<file path="src/rtl/dec_scan_sequencer.sv">
// Address sequencer for the 4x16 one-hot decoder: walks a latched window
// [first..last] with a per-address dwell, single-shot or continuous.
module dec_scan_sequencer #(
    parameter int DWELL_W = 8,
    parameter int PASS_W  = 8
) (
    input  logic               clk,
    input  logic               rst,
    input  logic               start,
    input  logic               stop,
    input  logic               hold,
    input  logic               mode_cont,
    input  logic [3:0]         first,
    input  logic [3:0]         last,
    input  logic [DWELL_W-1:0] dwell,
    output logic [3:0]         sel,
    output logic               sel_valid,
    output logic               busy,
    output logic               done,
    output logic [PASS_W-1:0]  pass_cnt
);

    typedef enum logic {
        IDLE = 1'b0,
        RUN  = 1'b1
    } state_t;

    state_t             state;
    logic [DWELL_W-1:0] cnt;
    logic [3:0]         first_q;
    logic [3:0]         last_q;
    logic [DWELL_W-1:0] dwell_q;
    logic               mode_q;

    always_ff @(posedge clk) begin
        if (rst) begin
            state     <= IDLE;
            cnt       <= '0;
            first_q   <= '0;
            last_q    <= '0;
            dwell_q   <= '0;
            mode_q    <= 1'b0;
            sel       <= '0;
            sel_valid <= 1'b0;
            busy      <= 1'b0;
            done      <= 1'b0;
            pass_cnt  <= '0;
        end else begin
            done <= 1'b0;
            case (state)
                IDLE: begin
                    if (start && !stop) begin
                        first_q   <= first;
                        last_q    <= last;
                        dwell_q   <= dwell;
                        mode_q    <= mode_cont;
                        sel       <= first;
                        cnt       <= dwell;
                        sel_valid <= 1'b1;
                        busy      <= 1'b1;
                        pass_cnt  <= '0;
                        state     <= RUN;
                    end
                end
                RUN: begin
                    // Priority: stop, hold, dwell countdown, then address step.
                    if (stop) begin
                        sel_valid <= 1'b0;
                        busy      <= 1'b0;
                        state     <= IDLE;
                    end else if (hold) begin
                        cnt <= cnt;
                    end else if (cnt != '0) begin
                        cnt <= cnt - 1'b1;
                    end else if (sel != last_q) begin
                        sel <= sel + 4'd1;
                        cnt <= dwell_q;
                    end else if (mode_q) begin
                        sel      <= first_q;
                        cnt      <= dwell_q;
                        pass_cnt <= pass_cnt + 1'b1;
                    end else begin
                        sel_valid <= 1'b0;
                        busy      <= 1'b0;
                        done      <= 1'b1;
                        pass_cnt  <= PASS_W'(1);
                        state     <= IDLE;
                    end
                end
                default: state <= IDLE;
            endcase
        end
    end

endmodule

</file>
<file path="config.mk">
export PLATFORM = sky130hd
export DESIGN_NAME = dec_scan_sequencer
export DESIGN_NICKNAME = d
export VERILOG_FILES = /design/src/rtl/dec_scan_sequencer.sv
export SDC_FILE = /design/constraint.sdc
export NUM_CORES = 1
export LEC_CHECK = 0
export CAP_MARGIN = 40
export CORE_UTILIZATION = 23
export DETAILED_ROUTE_END_ITERATION = 10
export HOLD_SLACK_MARGIN = 0.05
export REMOVE_ABC_BUFFERS = 1
export SETUP_SLACK_MARGIN = 0.05
export SYNTH_ARGS = -nofsm -noshare
export SYNTH_HDL_FRONTEND = slang
export SYNTH_SLANG_ARGS = --single-unit
export TNS_END_PERCENT = 50
</file>
<file path="constraint.sdc">
create_clock -name clk -period 6.3 [get_ports clk]
set_input_delay 1.26 -clock clk [delete_from_list [all_inputs] [get_ports clk]]
set_output_delay 1.26 -clock clk [all_outputs]
set_load 0.02 [all_outputs]
</file>
==> results_dict.tcl, run 1 <==
set metrics [dict create \
    ys_async_sr_fraction 0 \
    diodes 0 \
    synth_edf_count 0 \
    core_um2 8678 \
    ys_seq_area_frac 0.3886 \
    place.gp.congestion 0.7619 \
    cts.path.max_buffers 2 \
    synthFlopType "dfxtp_1" \
    initial_core_util 0.2375 \
    ant_nets 0 \
    setup_slack_ps 3142 \
    post_cts_buffers 0 \
    grt_antenna_before_repair 0 \
    tns_ps 0 \
    tightestPinTransition_ps 804.1 \
    clk_latency_ps 300 \
    yosysTopAreaCellShare 0.3886 \
    grt_overflow 0 \
    fp.dieW_um 96.66 \
    top_usage_layer "met2" \
    hp-class "register to register" \
    via_per_inst 4.753 \
    maxSlewHeadroom 0.4625 \
    groute.layer.met3.usage 0.03251 \
    synthTopCellsByArea "dfxtp_1 (39%), nand2_1 (10%), a21oi_1 (7.8%), o21ai_0 (4.4%), xnor2_1 (3.0%)" \
    startpoint_type "input port" \
    place_worst_setup_slack_ps 2799 \
    vias 1887 \
    outcome "complete, no violations" \
    drive_gt1_frac 0.08651 \
    die_y_um 96.66 \
    powerDensity_nw_per_um2 245.6 \
    irDropWorstVdd_mv 0.08527 \
    dr.pass1.iters 6 \
    cts_made_buffers 5 \
    p_leak_nw 0.9202 \
    syn_to_final_growth_pct 28.90 \
    drt_iter0_drc 91 \
    max-cap-violations 0 \
    synth_area_per_cell_um2 8.145 \
    clkSinkCount 40 \
    rsz0062_at_grt "false" \
    skew_ps 8.107 \
    fmax_ghz 0.3166 \
    placementRows 34 \
    yosys.area.top_type "dfxtp_1" \
    synth_commonest_cells "nand2_1 (56), dfxtp_1 (40), a21oi_1 (32)" \
    ys_types 47 \
    min_period_ps 3158 \
    clk_pin_slew_ps 80 \
    grt_use_met1 0.1414 \
    ys_warn_count 0 \
    cts_max_level 2 \
    dp_hpwl_mm 3.649 \
    hold_viol 0 \
    grt_pass1_wl_mm 8.500 \
    grt_pass1_vias 1757 \
    crit_arrival_ps 3340 \
    cts-root-buf "clkbuf_8" \
    final_nets 314 \
    cts_resized 0 \
    crit_path_end_kind "register" \
    cts_tree "yes" \
    grt_max_degree 25 \
    portBuffers 36 \
    drc 0 \
    total_power_mw 0.6524 \
    cts_hold_buf 0 \
    synth_area_um2 2061 \
    routed_wl_mm 5.244 \
    setup_viol 0 \
    grtUsageMet2 0.1788 \
    syn-instance-count 253 \
    yosysMostFrequentCell "nand2_1" \
    crit_fanout 19 \
    required_ps 6490 \
    gr-usage-all-layers 0.1125 \
    crit_type "input port to register" \
    wl_per_cell_um 13.21 \
    fin_crit_sh 0.5013 \
    slew_violations 0 \
    synth-seq-cells 40 \
    dieArea_um2 9342 \
    pin_count 37 \
]
-- worst max-delay path, cell delays in order --
cell             delay, ps
clkdlybuf4s50_1        490
a21oi_1                230
nand3_1                610
o311ai_1               460
buf_2                  250
a21oi_1                 40
-- cell usage in the layout (no fill, tap or decap), types with 6 or more instances in the layout --
master	count
dfxtp_1	40
a21oi_1	32
nand2_1	56
inv_1	7
xnor2_1	7
clkbuf_8	7
o21ai_0	18
clkdlybuf4s50_1	36
a31oi_1	8
o211ai_1	6
-- worst paths after layout --
kind	from	to	slack, ps	cells after the start
worst max-delay path	stop	pass_cnt[4]	3140	6
worst min-delay path	dwell_q[7]	dwell_q[7]	460	2
worst max register to register	state	pass_cnt[1]	3580	5
worst min register to register	dwell_q[7]	dwell_q[7]	460	2
-- logic make-up (layout without fill, tap and decap cells) --
kind of cell	count (synthesis)	after routing	synth area share
compound gates	84	84	0.2653
simple gates	92	92	0.2180
xor+xnor	8	8	0.03400
flops	40	40	0.3886
fa+ha+maj	4	4	0.02429
mux	5	5	0.02550
buf+inv	20	56	0.04433
-- where the power goes --
part,internal (mW),switching [mW]
Combinational,0.0609,0.0770
Sequential,0.266,0.0155
Clock,0.140,0.0933
Total,0.467,0.186
-- registers in the layout, summed over array words and instances (netlist names) --
signal	count
busy	1
cnt	8
done	1
dwell_q	8
first_q	4
last_q	4
mode_q	1
pass_cnt	8
sel	4
state	1
-- cell type report --
| cell class | count | area (µm²) |
|---|---|---|
| clock buffer | 7 | 96.34 |
| timing repair buffer | 41 | 399.1 |
| inverter | 7 | 26.28 |
| tap | 108 | 135.1 |
| sequential | 40 | 800.8 |
| fill | 938 | 6022 |
| multi-input combinational | 193 | 1169 |
| clock inverter | 1 | 30.03 |
-- routing by layer --
layer | vias to the layer above | wire (µm)
met5 | - | 0
met2 | 39 | 2455
met4 | 0 | 65
li1 | 985 | -
met1 | 859 | 2471
met3 | 4 | 252
-- per-stage QoR --
stage               cells  area (µm²)    util  hold slack [ps]
CTS                   397        2656  0.3061            459.0
floorplan             240        1996       -            427.8
finish                397        2656  0.3061            457.4
global placement      386        2506  0.2888            442.0
global route          397        2656  0.3061            482.7
detailed placement    389        2530  0.2915            447.7
No activity file was read; power rests on OpenSTA's default activity.
==> run 2: changes to the inputs <==
Clock period 6.3 ns to 2.87 ns, I/O delays scaled along.
==> results_dict.tcl, run 2 (synthesized netlist as in run 1, its figures left out) <==
set metrics [dict create \
    min_path_cells 2 \
    placementRows 34 \
    post_cts_buffers 0 \
    final_cell_mix "nand2_1 (56), dfxtp_1 (40), clkdlybuf4s50_1 (36)" \
    cts_max_level 2 \
    die_y_um 96.66 \
    diodes 0 \
    dieArea_um2 9342 \
    rr_worst_depth 7 \
    vias 1948 \
    cts_tree "yes" \
    drc 0 \
    fillers 963 \
    crit_fanout 6 \
    hold_slack_ps 458.6 \
    pin_count 37 \
    max_stage_delay_ps 530 \
    grt_pass1_vias 1867 \
    r2r-end "sel[1]" \
    powerDensity_nw_per_um2 500.1 \
    outcome "complete, no violations" \
    drt_iter0_drc 97 \
    crit_type "register to register" \
    via_per_inst 4.870 \
    cts_made_buffers 5 \
    clkSinkCount 40 \
    cts.path.max_buffers 2 \
    crit_arrival_ps 2570 \
    postPlaceCellArea_um2 2551 \
    hold_viol 0 \
    whs_endpoint "first_q[1]" \
    tns_ps 0 \
    required_ps 3060 \
    startpoint_type "register" \
    min_period_ps 2379 \
    syn_to_final_growth_pct 28.17 \
    worstHoldStart "first_q[1]" \
    reg.largest.list "cnt x8, dwell_q x8, pass_cnt x8" \
    irDropWorstVdd_mv 0.1923 \
    crit_chain "inv_1 > ha_1 > or3b_2 > or2_0 > a221oi_4 > nor3b_1 > a31o_1" \
    core_um2 8678 \
    portBuffers 36 \
    slew_violations 0 \
    grt_antenna_before_repair 0 \
    skew_ps 6.142 \
    dp_hpwl_mm 3.835 \
    cts-root-buf "clkbuf_8" \
    crit_path_end_kind "register" \
    dr.pass1.iters 6 \
    grt_pass1_wl_mm 9.239 \
    p_leak_nw 0.9149 \
    final_nets 317 \
    final_common_cell "nand2_1" \
    fin_cells 400 \
    tightestPinTransition_ps 753.1 \
    grt_overflow 0 \
    cts_resized 0 \
    cts_hold_buf 0 \
    place.gp.congestion 0.7484 \
    ant_nets 0 \
    max-cap-violations 0 \
    critPathSlowestCell "or3b_2" \
    fmax_ghz 0.4204 \
    wl_per_cell_um 13.63 \
    clk_latency_ps 300 \
    fin_crit_sh 0.8288 \
    hp-class "register to register" \
    initial_core_util 0.2375 \
    r2r-start "cnt[0]" \
    grt_max_degree 24 \
    setup_viol 0 \
    r2r_slack_ps 490 \
    dp_cells 392 \
    final_area_um2 2641 \
    clk_pin_slew_ps 80 \
    fp.dieW_um 96.66 \
    drive_gt1_frac 0.08904 \
    rsz0062_at_grt "false" \
    maxSlewHeadroom 0.4926 \
    routed_wl_mm 5.451 \
    gr-usage-all-layers 0.1228 \
]
## run 2: changes by cell type in the layout (fill, tap and decap cells not counted), sizes merged
cell    change
clkbuf      +1
buf         +3
bufinv      -1
## run 2: worst max-delay path by stage
stage	from	to	slack (ps)
2_1_floorplan	state	pass_cnt[5]	550
3_3_place_gp	stop	pass_cnt[5]	370
3_5_place_dp	stop	pass_cnt[7]	270
4_1_cts	cnt[0]	sel[1]	510
5_1_grt	cnt[0]	sel[1]	360
6_report	cnt[0]	sel[1]	490
## run 2: cell type report
class | count | area, µm² | area share
inverters | 7 | 26.28 | 0.009948
clock buffers | 8 | 90.09 | 0.03411
well taps | 108 | 135.1 | 0.05116
multi-input cells | 193 | 1169 | 0.4424
repair buffers | 44 | 420.4 | 0.1592
flip-flops and latches | 40 | 800.8 | 0.3032
## run 2: through the flow
| stage | utilization | power, mW | setup WS, ps |
|---|---|---|---|
| floorplan | - | 0.8172 | 546.1 |
| global placement | 0.2940 | 0.9309 | 367.4 |
| detailed placement | 0.2940 | 0.9370 | 266.7 |
| CTS | 0.3044 | 1.337 | 514.8 |
| global route | 0.3044 | 1.397 | 362.8 |
| finish | 0.3044 | 1.321 | 491.3 |
## run 2: worst max-delay path: cells and delay by family (launching register included)
family,cells,cell delay (ps)
AO/OA/AOI/OAI,2,580
adder cells (fa/ha/maj),1,190
buffers and inverters,1,120
flip-flops,1,360
AND/OR/NAND/NOR,3,1010
## run 2: where the power goes
group          internal, mW  leakage (nW)  switching [mW]  total (mW)
logic                 0.135         0.543           0.174       0.309
registers             0.584         0.327          0.0314       0.615
clock network         0.196        0.0455           0.201       0.397
total                 0.915         0.915           0.406        1.32
## run 2: routing by layer
metal / vias up / global-route usage / routed length (µm)
met4: 0 / 0.04363 / 74
met2: 35 / 0.1961 / 2564
met5: - / 0 / 0
li1: 994 / - / -
met3: 5 / 0.04118 / 260
met1: 914 / 0.1536 / 2551
